<file path="src/rtl/rv32_pkg.sv">
// rv32 shared types and constants.
// Fetch-to-decode bundle and PC source select.
package rv32;

  typedef logic [31:0] word_t;

  typedef enum logic [1:0] {
    NEXT = 2'd0,
    ADDR = 2'd1,
    TRAP = 2'd2
  } pc_t;

  typedef struct packed {
    word_t pc;
    word_t ir;
  } id_t;

  localparam word_t NOP        = 32'h0000_0013;
  localparam word_t RESET_ADDR = 32'h0000_0000;
  localparam word_t TRAP_ADDR  = 32'h0000_0004;

endpackage

</file>
<file path="src/rtl/rv32_fifo.sv">
// Two-entry synchronous FIFO with clear.
// Push into a full FIFO is accepted only alongside a pop.
module rv32_fifo #(
  parameter int W = 32
) (
  input  logic         clk,
  input  logic         reset,
  input  logic         clear,
  input  logic         push,
  input  logic [W-1:0] wdata,
  input  logic         pop,
  output logic [W-1:0] rdata,
  output logic [1:0]   count
);

  logic [W-1:0] mem [2];
  logic         wr_ptr;
  logic         rd_ptr;
  logic [1:0]   cnt;
  logic         do_push;
  logic         do_pop;

  assign do_pop  = pop && (cnt != 2'd0);
  assign do_push = push && ((cnt != 2'd2) || do_pop);
  assign rdata   = mem[rd_ptr];
  assign count   = cnt;

  always_ff @(posedge clk) begin
    if (reset || clear) begin
      wr_ptr <= 1'b0;
      rd_ptr <= 1'b0;
      cnt    <= 2'd0;
    end else begin
      if (do_push) wr_ptr <= ~wr_ptr;
      if (do_pop)  rd_ptr <= ~rd_ptr;
      cnt <= cnt + {1'b0, do_push} - {1'b0, do_pop};
    end
  end

  always_ff @(posedge clk) begin
    if (do_push) mem[wr_ptr] <= wdata;
  end

endmodule

</file>
<file path="src/rtl/rv32_fetch.sv">
// rv32 instruction fetch stage.
// PC, imem request channel, tag/output FIFOs, redirect kill.
module rv32_fetch
  import rv32::*;
#(
  parameter word_t RESET_PC = RESET_ADDR
) (
  input  logic        clk,
  input  logic        reset,
  output logic        imem_valid,
  input  logic        imem_ready,
  output logic [31:0] imem_addr,
  input  logic        imem_rvalid,
  input  logic [31:0] imem_rdata,
  output id_t         id,
  output logic        id_valid,
  input  logic        id_ready,
  input  pc_t         pc_sel,
  input  logic [31:0] pc_target
);

  word_t      pc;
  word_t      redirect_pc;
  word_t      tag_head;
  id_t        out_head;
  id_t        out_wdata;
  logic [1:0] outstanding;
  logic [1:0] out_next;
  logic [1:0] out_count;
  logic [1:0] kill;
  logic [2:0] credit;
  logic       req;
  logic       resp;
  logic       id_fire;
  logic       redirect;
  logic       drop;

  assign id_valid = out_count != 2'd0;
  assign id_fire  = id_valid && id_ready;
  assign id       = id_valid ? out_head : '{pc: 32'h0, ir: NOP};

  // Credit covers both in-flight and buffered slots.
  assign credit = {1'b0, outstanding} + {1'b0, out_count}
                - {2'b00, id_fire};

  assign imem_valid = !reset && (credit < 3'd2);
  assign imem_addr  = pc;
  assign req        = imem_valid && imem_ready;
  assign resp       = imem_rvalid;

  assign redirect    = pc_sel != NEXT;
  assign redirect_pc = (pc_sel == TRAP) ? TRAP_ADDR
                     : (pc_target & 32'hFFFF_FFFC);
  assign drop        = redirect || (kill != 2'd0);
  assign out_next    = outstanding + {1'b0, req} - {1'b0, resp};

  assign out_wdata = '{pc: tag_head, ir: imem_rdata};

  rv32_fifo #(.W(32)) u_tag (
    .clk   (clk),
    .reset (reset),
    .clear (1'b0),
    .push  (req),
    .wdata (pc),
    .pop   (resp),
    .rdata (tag_head),
    .count (outstanding)
  );

  rv32_fifo #(.W($bits(id_t))) u_out (
    .clk   (clk),
    .reset (reset),
    .clear (redirect),
    .push  (resp && !drop),
    .wdata (out_wdata),
    .pop   (id_fire),
    .rdata (out_head),
    .count (out_count)
  );

  always_ff @(posedge clk) begin
    if (reset) begin
      pc   <= RESET_PC;
      kill <= 2'd0;
    end else begin
      if (redirect)  pc <= redirect_pc;
      else if (req)  pc <= pc + 32'd4;
      if (redirect)
        kill <= out_next;
      else if (resp && (kill != 2'd0))
        kill <= kill - 2'd1;
    end
  end

endmodule

</file>
<file path="config.mk">
export PLATFORM = sky130hd
export DESIGN_NAME = rv32_fetch
export DESIGN_NICKNAME = d
export VERILOG_FILES = /design/src/rtl/rv32_pkg.sv /design/src/rtl/rv32_fifo.sv /design/src/rtl/rv32_fetch.sv
export SDC_FILE = /design/constraint.sdc
export NUM_CORES = 1
export LEC_CHECK = 0
export BUFFER_PORTS_ARGS = -buffer_cell sky130_fd_sc_hd__clkbuf_2
export CAP_MARGIN = 20
export CORE_AREA = 2 2 140 142
export DETAILED_ROUTE_END_ITERATION = 8
export DIE_AREA = 0 0 142 144
export GPL_TIMING_DRIVEN = 0
export PLACE_DENSITY_LB_ADDON = 0.1
export SYNTH_ARGS = -nofsm -noshare
export SYNTH_HDL_FRONTEND = slang
export SYNTH_HIERARCHICAL = 1
export SYNTH_SLANG_ARGS = --single-unit
</file>
<file path="constraint.sdc">
create_clock -name clk -period 13.6 [get_ports clk]
set_input_delay 2.72 -clock clk [delete_from_list [all_inputs] [get_ports clk]]
set_output_delay 2.72 -clock clk [all_outputs]
set_load 0.005 [all_outputs]
</file>
==> key figures, run 1 <==
Clock network
  • Clock Pin Slew Worst Setup and Hold Paths: 60 ps
  • Cts hold-fix bufs: 0
  • CTS tree: yes
  • Worst-case clock buffer depth: 3
  • Max H-tree Level: 1
  • TritonCTS Buffers: 25
  • Root buf cell: clkbuf_16
  • # resized after CTS: 0
  • Clk sink count: 234
  • Clk_lat worst skew: 510 ps
  • Post-CTS setup buffers: 0

Worst hold path
  • Worst min path class: reg2reg

GRT
  • Gr ovfl total: 0
  • Largest net degree at the start of global routing: 31
  • Vias in the first global route: 6244
  • GRT Total Usage: 20.0%
  • Antenna violations before repair: 0
  • First-pass GRT wire length: 32100 um

STA
  • Rel. slew slack: 48.6%
  • Final-report hold violation count: 0
  • Worst Skew: 12.9 ps
  • Worst slew pin tran: 771 ps
  • Final max-slew violation count: 0
  • Max frequency: 0.140 GHz
  • Final period util: 52.6%
  • Fin Hold WS: 521 ps
  • RSZ-0062 raised after global routing: no
  • Final setup fails: 0
  • Tmin final: 7150 ps
  • Setup TNS: 0 ps

Power
  • Lkg Pwr: 4.72 nW
  • Peak VDD IR: 0.0000924 V
  • Cell area power density: 124 nW/um^2
  • Final Power: 1.53 mW

Floorplan
  • Die Y: 144 um
  • Die area: 20400 um^2
  • Starting Density: 53.8%
  • I/O Pins: 169
  • Die width: 142 um
  • Row cnt: 51
  • CORE AREA: 19100 um^2

Route
  • Drt wl/cell: 18.0 um
  • Initial DRC Count: 374
  • Antenna Nets Post-Route: 0
  • Vias: 6275
  • First-pass detailed-route iteration total: 7
  • # DRC: 0
  • Drt total wl: 20800 um
  • Via-to-Cell Ratio: 5.43

Synth
  • Synth async-reset ratio: 0%
  • EDFF count, synth: 192
  • Area share of the leading cell type in the synthesized netlist: 56.2%
  • Area contributors post-synth: edfxtp_1 56%, mux2_4 8.8%, dfxtp_1 8.2%
  • Post-synthesis register bit count: 234
  • Largest area contributor in the netlist: edfxtp_1
  • Post-synthesis sequential area ratio: 64.4%
  • Synthesized area: 10300 um^2
  • Mean area per synthesized cell: 14.8 um^2
  • Main synth FF type: edfxtp_1
  • YS warnings: 6
  • Cells after Synth: 694
  • Unique cell type count in the Yosys netlist: 59

Setup path
  • Critical path launch point type: primary input
  • Crit Path Category: in2out
  • Setup crit end kind: output pin
  • Worst-path fanout max: 3
  • Req. time, crit path: 10880 ps
  • WP data arrival: 4430 ps

Final layout
  • # diodes: 0
  • Final Util: 64.7%
  • Fillers: 1424
  • Non-Filler Cell Area, Final: 12300 um^2
  • Final net count: 981
  • Area grow syn2layout: 20.3%
  • Share of cells above drive strength 1: 36.7%

Run
  • Maxcap violations: 0

Placed design
  • DP Area: 11600 um^2
  • IO buf count: 163
  • Detailed placement HPWL: 14700 um
  • GP Congestion: 0.904

Status
  • Status: finished clean
-- path summary, 6_finish.rpt --
path | from | endpoint | slack, ps | cells past startpoint
setup / recovery | id_ready | imem_valid | 6450 | 7
hold / removal | u_tag/wr_ptr | u_tag/wr_ptr | 520 | 2
setup reg to reg | u_out/count[0] | u_tag/count[1] | 9090 | 18
hold reg to reg | u_tag/wr_ptr | u_tag/wr_ptr | 520 | 2
-- cells in the final DEF, fill, tap and decap left out, types with 3 or more instances in the layout --
cell       synthesis  final
edfxtp_1         192    192
clkbuf_2           0    163
and2_1            68     68
mux2_4            60     60
nand2_1           42     42
dfxtp_1           42     42
a21oi_1           30     30
mux2_2            28     28
clkbuf_16          0     25
clkbuf_1          18     21
xnor2_1           19     19
nor3_1            15     15
inv_1             13     13
buf_6             12     12
o21ai_1           12     12
nor2_1            14     10
ha_1              10     10
conb_1             1     10
nand3_1            8      8
a31oi_1            8      8
mux2_1             8      8
a211oi_1           6      6
o21ai_0            6      6
nor4_1             6      6
clkinv_2           0      6
buf_12             0      6
buf_2              5      5
a22o_1             5      5
and4_1             5      5
nor4_2             5      5
clkinv_1           0      5
nand2b_1           4      4
nand4_1            4      4
nor2_4             0      4
inv_2              3      3
a41oi_1            3      3
buf_1              3      3
-- logic make-up after synthesis --
group | Yosys count | synth area share [%]
flip-flops | 234 | 64.4
AND/OR/NAND/NOR | 187 | 10.7
multiplexers | 98 | 12.9
AO/OA/AOI/OAI | 86 | 5.60
buffers and inverters | 56 | 3.06
XOR/XNOR | 21 | 1.79
adder cells (fa/ha/maj) | 11 | 1.42
other | 1 | 0.0366
-- worst max-delay path, cell delays in order --
cell,delay [ps]
clkbuf_2,100
and2_1,210
ha_1,260
nand2b_1,150
fa_1,600
nor3b_1,230
clkbuf_2,150
-- where the power goes --
part	internal, mW	switching [mW]	total [mW]
sequential	0.793	0.0113	0.804
combinational	0.0379	0.0435	0.0815
clock	0.376	0.266	0.643
-- sequential cells by signal (all words and copies together), names as in the netlist, named ones only --
| name | count |
|---|---|
| u_out/mem | 128 |
| u_tag/mem | 64 |
| imem_addr | 30 |
| kill | 2 |
| u_out/count | 2 |
| u_tag/count | 2 |
| u_out/rd_ptr | 1 |
| u_out/wr_ptr | 1 |
| u_tag/rd_ptr | 1 |
| u_tag/wr_ptr | 1 |
-- Yosys cell counts, types with 3 or more instances --
library cell,instances
a211oi_1,6
o21ai_1,12
ha_1,10
a31oi_1,8
buf_6,12
a41oi_1,3
clkbuf_1,18
inv_2,3
nor2_1,14
buf_2,5
edfxtp_1,192
nand2b_1,4
nand4_1,4
dfxtp_1,42
inv_1,13
nor3_1,15
a21oi_1,30
buf_1,3
nor4_2,5
xnor2_1,19
a22o_1,5
nand2_1,42
nor4_1,6
nand3_1,8
mux2_4,60
o21ai_0,6
and2_1,68
and4_1,5
mux2_1,8
mux2_2,28
-- stage by stage --
step | setup slack [ps] | std cells
after global placement | 4780 | 1104
after floorplan | 6720 | 703
after CTS | 6440 | 1156
after detailed placement | 6450 | 1110
after global routing | 6320 | 1156
final | 6450 | 1156
-- layout make-up --
| class | instances | area (um^2) | share of cell area, % |
|---|---|---|---|
| flip-flops and latches | 234 | 6610 | 53.5 |
| multi-input cells | 413 | 3400 | 27.5 |
| repair buffers | 169 | 936 | 7.58 |
| clock buffers | 28 | 637 | 5.16 |
| well taps | 238 | 298 | 2.41 |
| plain buffers | 40 | 254 | 2.06 |
| clock inverters | 18 | 150 | 1.22 |
| inverters | 16 | 60.1 | 0.487 |
-- layer usage --
metal	up-vias	wire length, um	GRT usage, %
li1	2989	-	-
met3	41	1340	3.01
met2	248	10200	35.1
met5	-	0	0
met1	2997	8680	25.4
met4	0	540	7.05
No activity file was read; power rests on OpenSTA's default activity.
==> run 2: changes to the inputs <==
--- a/config.mk
+++ b/config.mk
@@ -7,9 +7,9 @@
 export LEC_CHECK = 0
 export BUFFER_PORTS_ARGS = -buffer_cell sky130_fd_sc_hd__clkbuf_2
 export CAP_MARGIN = 20
-export CORE_AREA = 2 2 140 142
+export CORE_AREA = 2 2 145 147
 export DETAILED_ROUTE_END_ITERATION = 8
-export DIE_AREA = 0 0 142 144
+export DIE_AREA = 0 0 147 149
 export GPL_TIMING_DRIVEN = 0
 export PLACE_DENSITY_LB_ADDON = 0.1
 export SYNTH_ARGS = -nofsm -noshare
==> constraint.sdc (replaced) <==
create_clock -name clk -period 6.4 [get_ports clk]
set_input_delay 1.28 -clock clk [delete_from_list [all_inputs] [get_ports clk]]
set_output_delay 1.28 -clock clk [all_outputs]
set_load 0.005 [all_outputs]
==> key figures, run 2 (same netlist as run 1, synthesis figures left out) <==
Setup path
  • Worst-path fanout max: 10 (+7)
  • Req. time, crit path: 5120 ps (-5760 ps)
  • Critical path launch point type: flop
  • WP data arrival: 3400 ps (-1030 ps)
  • Reg-to-reg critical path startpoint: u_out/count[0]
  • CP Launch Point: u_out/count[0]
  • Setup crit end kind: output pin
  • Crit Path Category: reg2out

GRT
  • Gr ovfl total: 0 (unchanged)
  • Largest net degree at the start of global routing: 28 (-9.7%)
  • GRT Total Usage: 19.5% (-0.49 points)
  • Vias in the first global route: 6331 (+1.4%)
  • First-pass GRT wire length: 33600 um (+4.7%)
  • Antenna violations before repair: 0 (unchanged)

Placed design
  • Setup WS pre-CTS: 1830 ps (-4620 ps)
  • # placed instances: 1148 (+3.4%)
  • DP Area: 11700 um^2 (+0.96%)
  • GP Congestion: 0.869 (-3.8%)
  • IO buf count: 163 (unchanged)
  • Detailed placement HPWL: 15100 um (+2.4%)

Clock network
  • Worst-case clock buffer depth: 3 (unchanged)
  • Clk_lat worst skew: 520 ps (about the same)
  • Max H-tree Level: 1 (unchanged)
  • Root buf cell: clkbuf_16
  • Cts hold-fix bufs: 0 (unchanged)
  • Clock Pin Slew Worst Setup and Hold Paths: 60 ps (about the same)
  • CTS tree: yes
  • TritonCTS Buffers: 24 (-4.0%)
  • Clk sink count: 234 (unchanged)
  • Post-CTS setup buffers: 0 (unchanged)
  • # resized after CTS: 0 (unchanged)

Final layout
  • Largest register FFs: 128 (unchanged)
  • Area grow syn2layout: 21.2%
  • Most common cell after layout, fill and taps aside: edfxtp_1
  • Cell Count, Final, Fillers Out: 1192 (+3.1%)
  • # diodes: 0 (unchanged)
  • Final Util: 60.5% (-4.2 points)
  • Commonest non-fill, non-tap cells in the layout: 192 x edfxtp_1, 163 x clkbuf_2, 68 x and2_1
  • Biggest register: u_out/mem
  • Non-Filler Cell Area, Final: 12400 um^2 (+0.72%)
  • Share of cells above drive strength 1: 36.3% (-0.40 points)
  • Final net count: 981 (unchanged)

Route
  • Drt wl/cell: 18.2 um (+0.95%)
  • Initial DRC Count: 394 (+5.3%)
  • Via-to-Cell Ratio: 5.28 (-2.7%)
  • First-pass detailed-route iteration total: 5 (-2)
  • Antenna Nets Post-Route: 0 (unchanged)
  • Vias: 6296 (+0.33%)
  • Drt total wl: 21600 um (+4.1%)
  • # DRC: 0 (unchanged)

STA
  • Final-report hold violation count: 0 (unchanged)
  • Worst slew pin tran: 771 ps (-0.190 ps)
  • Setup TNS: 0 ps (unchanged)
  • Fin Hold WS: 505 ps (-16.5 ps)
  • Max frequency: 0.214 GHz
  • Final max-slew violation count: 0 (unchanged)
  • Final worst setup slack: 1720 ps (-4730 ps)
  • RSZ-0062 raised after global routing: no
  • Final setup fails: 0 (unchanged)
  • Final period util: 73.1%
  • Rel. slew slack: 48.6% (about the same)
  • Tmin final: 4680 ps
  • Worst Skew: 20.2 ps (+7.26 ps)

Floorplan
  • Die Y: 149 um (+3.5%)
  • Die area: 21900 um^2 (+7.1%)
  • I/O Pins: 169 (unchanged)
  • Starting Density: 49.9% (-3.9 points)
  • CORE AREA: 20600 um^2 (+7.7%)
  • Die width: 147 um (+3.5%)
  • Row cnt: 53 (+3.9%)

Worst hold path
  • Worst min path class: reg2reg
  • Hold_sp: imem_addr[4]

Power
  • Cell area power density: 260 nW/um^2 (+110%)
  • Final Power: 3.23 mW (+110%)
  • Peak VDD IR: 0.000206 V (+120%)
  • Lkg Pwr: 4.73 nW (+0.16%)

Status
  • Status: finished clean

Run
  • Maxcap violations: 0 (unchanged)
run 2: report_power, final:
group          total [mW]  switching, mW  internal [mW]
clock network        1.34          0.549          0.791
logic               0.179         0.0955         0.0837
registers            1.71         0.0236           1.69
run 2: layout make-up:
type                       count  area, um^2
inverter                      16        60.1
buffer                        40         254
clock inverter                15         124
sequential                   234        6610
multi-input combinational    413        3400
timing repair buffer         170        1000
clock buffer                  29         641
fill                        1623        8130
tap                          275         344
run 2: worst max-delay path: stages (launching register included):
cell and delay (ps):
dfxtp_1 450, inv_1 100, nand2_1 210, clkbuf_1 430
and2_1 310, ha_1 260, nand2b_1 150, fa_1 600
nor3b_1 230, clkbuf_2 150
run 2: path summary, 6_finish.rpt:
check	to	slack (ps)	cells past startpoint
setup / recovery	imem_valid	1720	9
hold / removal	u_tag/mem[1][4]	500	0
setup reg to reg	u_tag/count[1]	1870	18
hold reg to reg	u_tag/mem[1][4]	500	0
run 2: layer usage:
| layer | part of all wire, % | GRT usage (%) | up-vias |
|---|---|---|---|
| met1 | 42 | 25.0 | 3035 |
| met2 | 48 | 33.1 | 231 |
| met4 | 2.2 | 6.11 | 0 |
| met5 | 0 | 0 | - |
| li1 | - | - | 2987 |
| met3 | 7.2 | 4.59 | 43 |
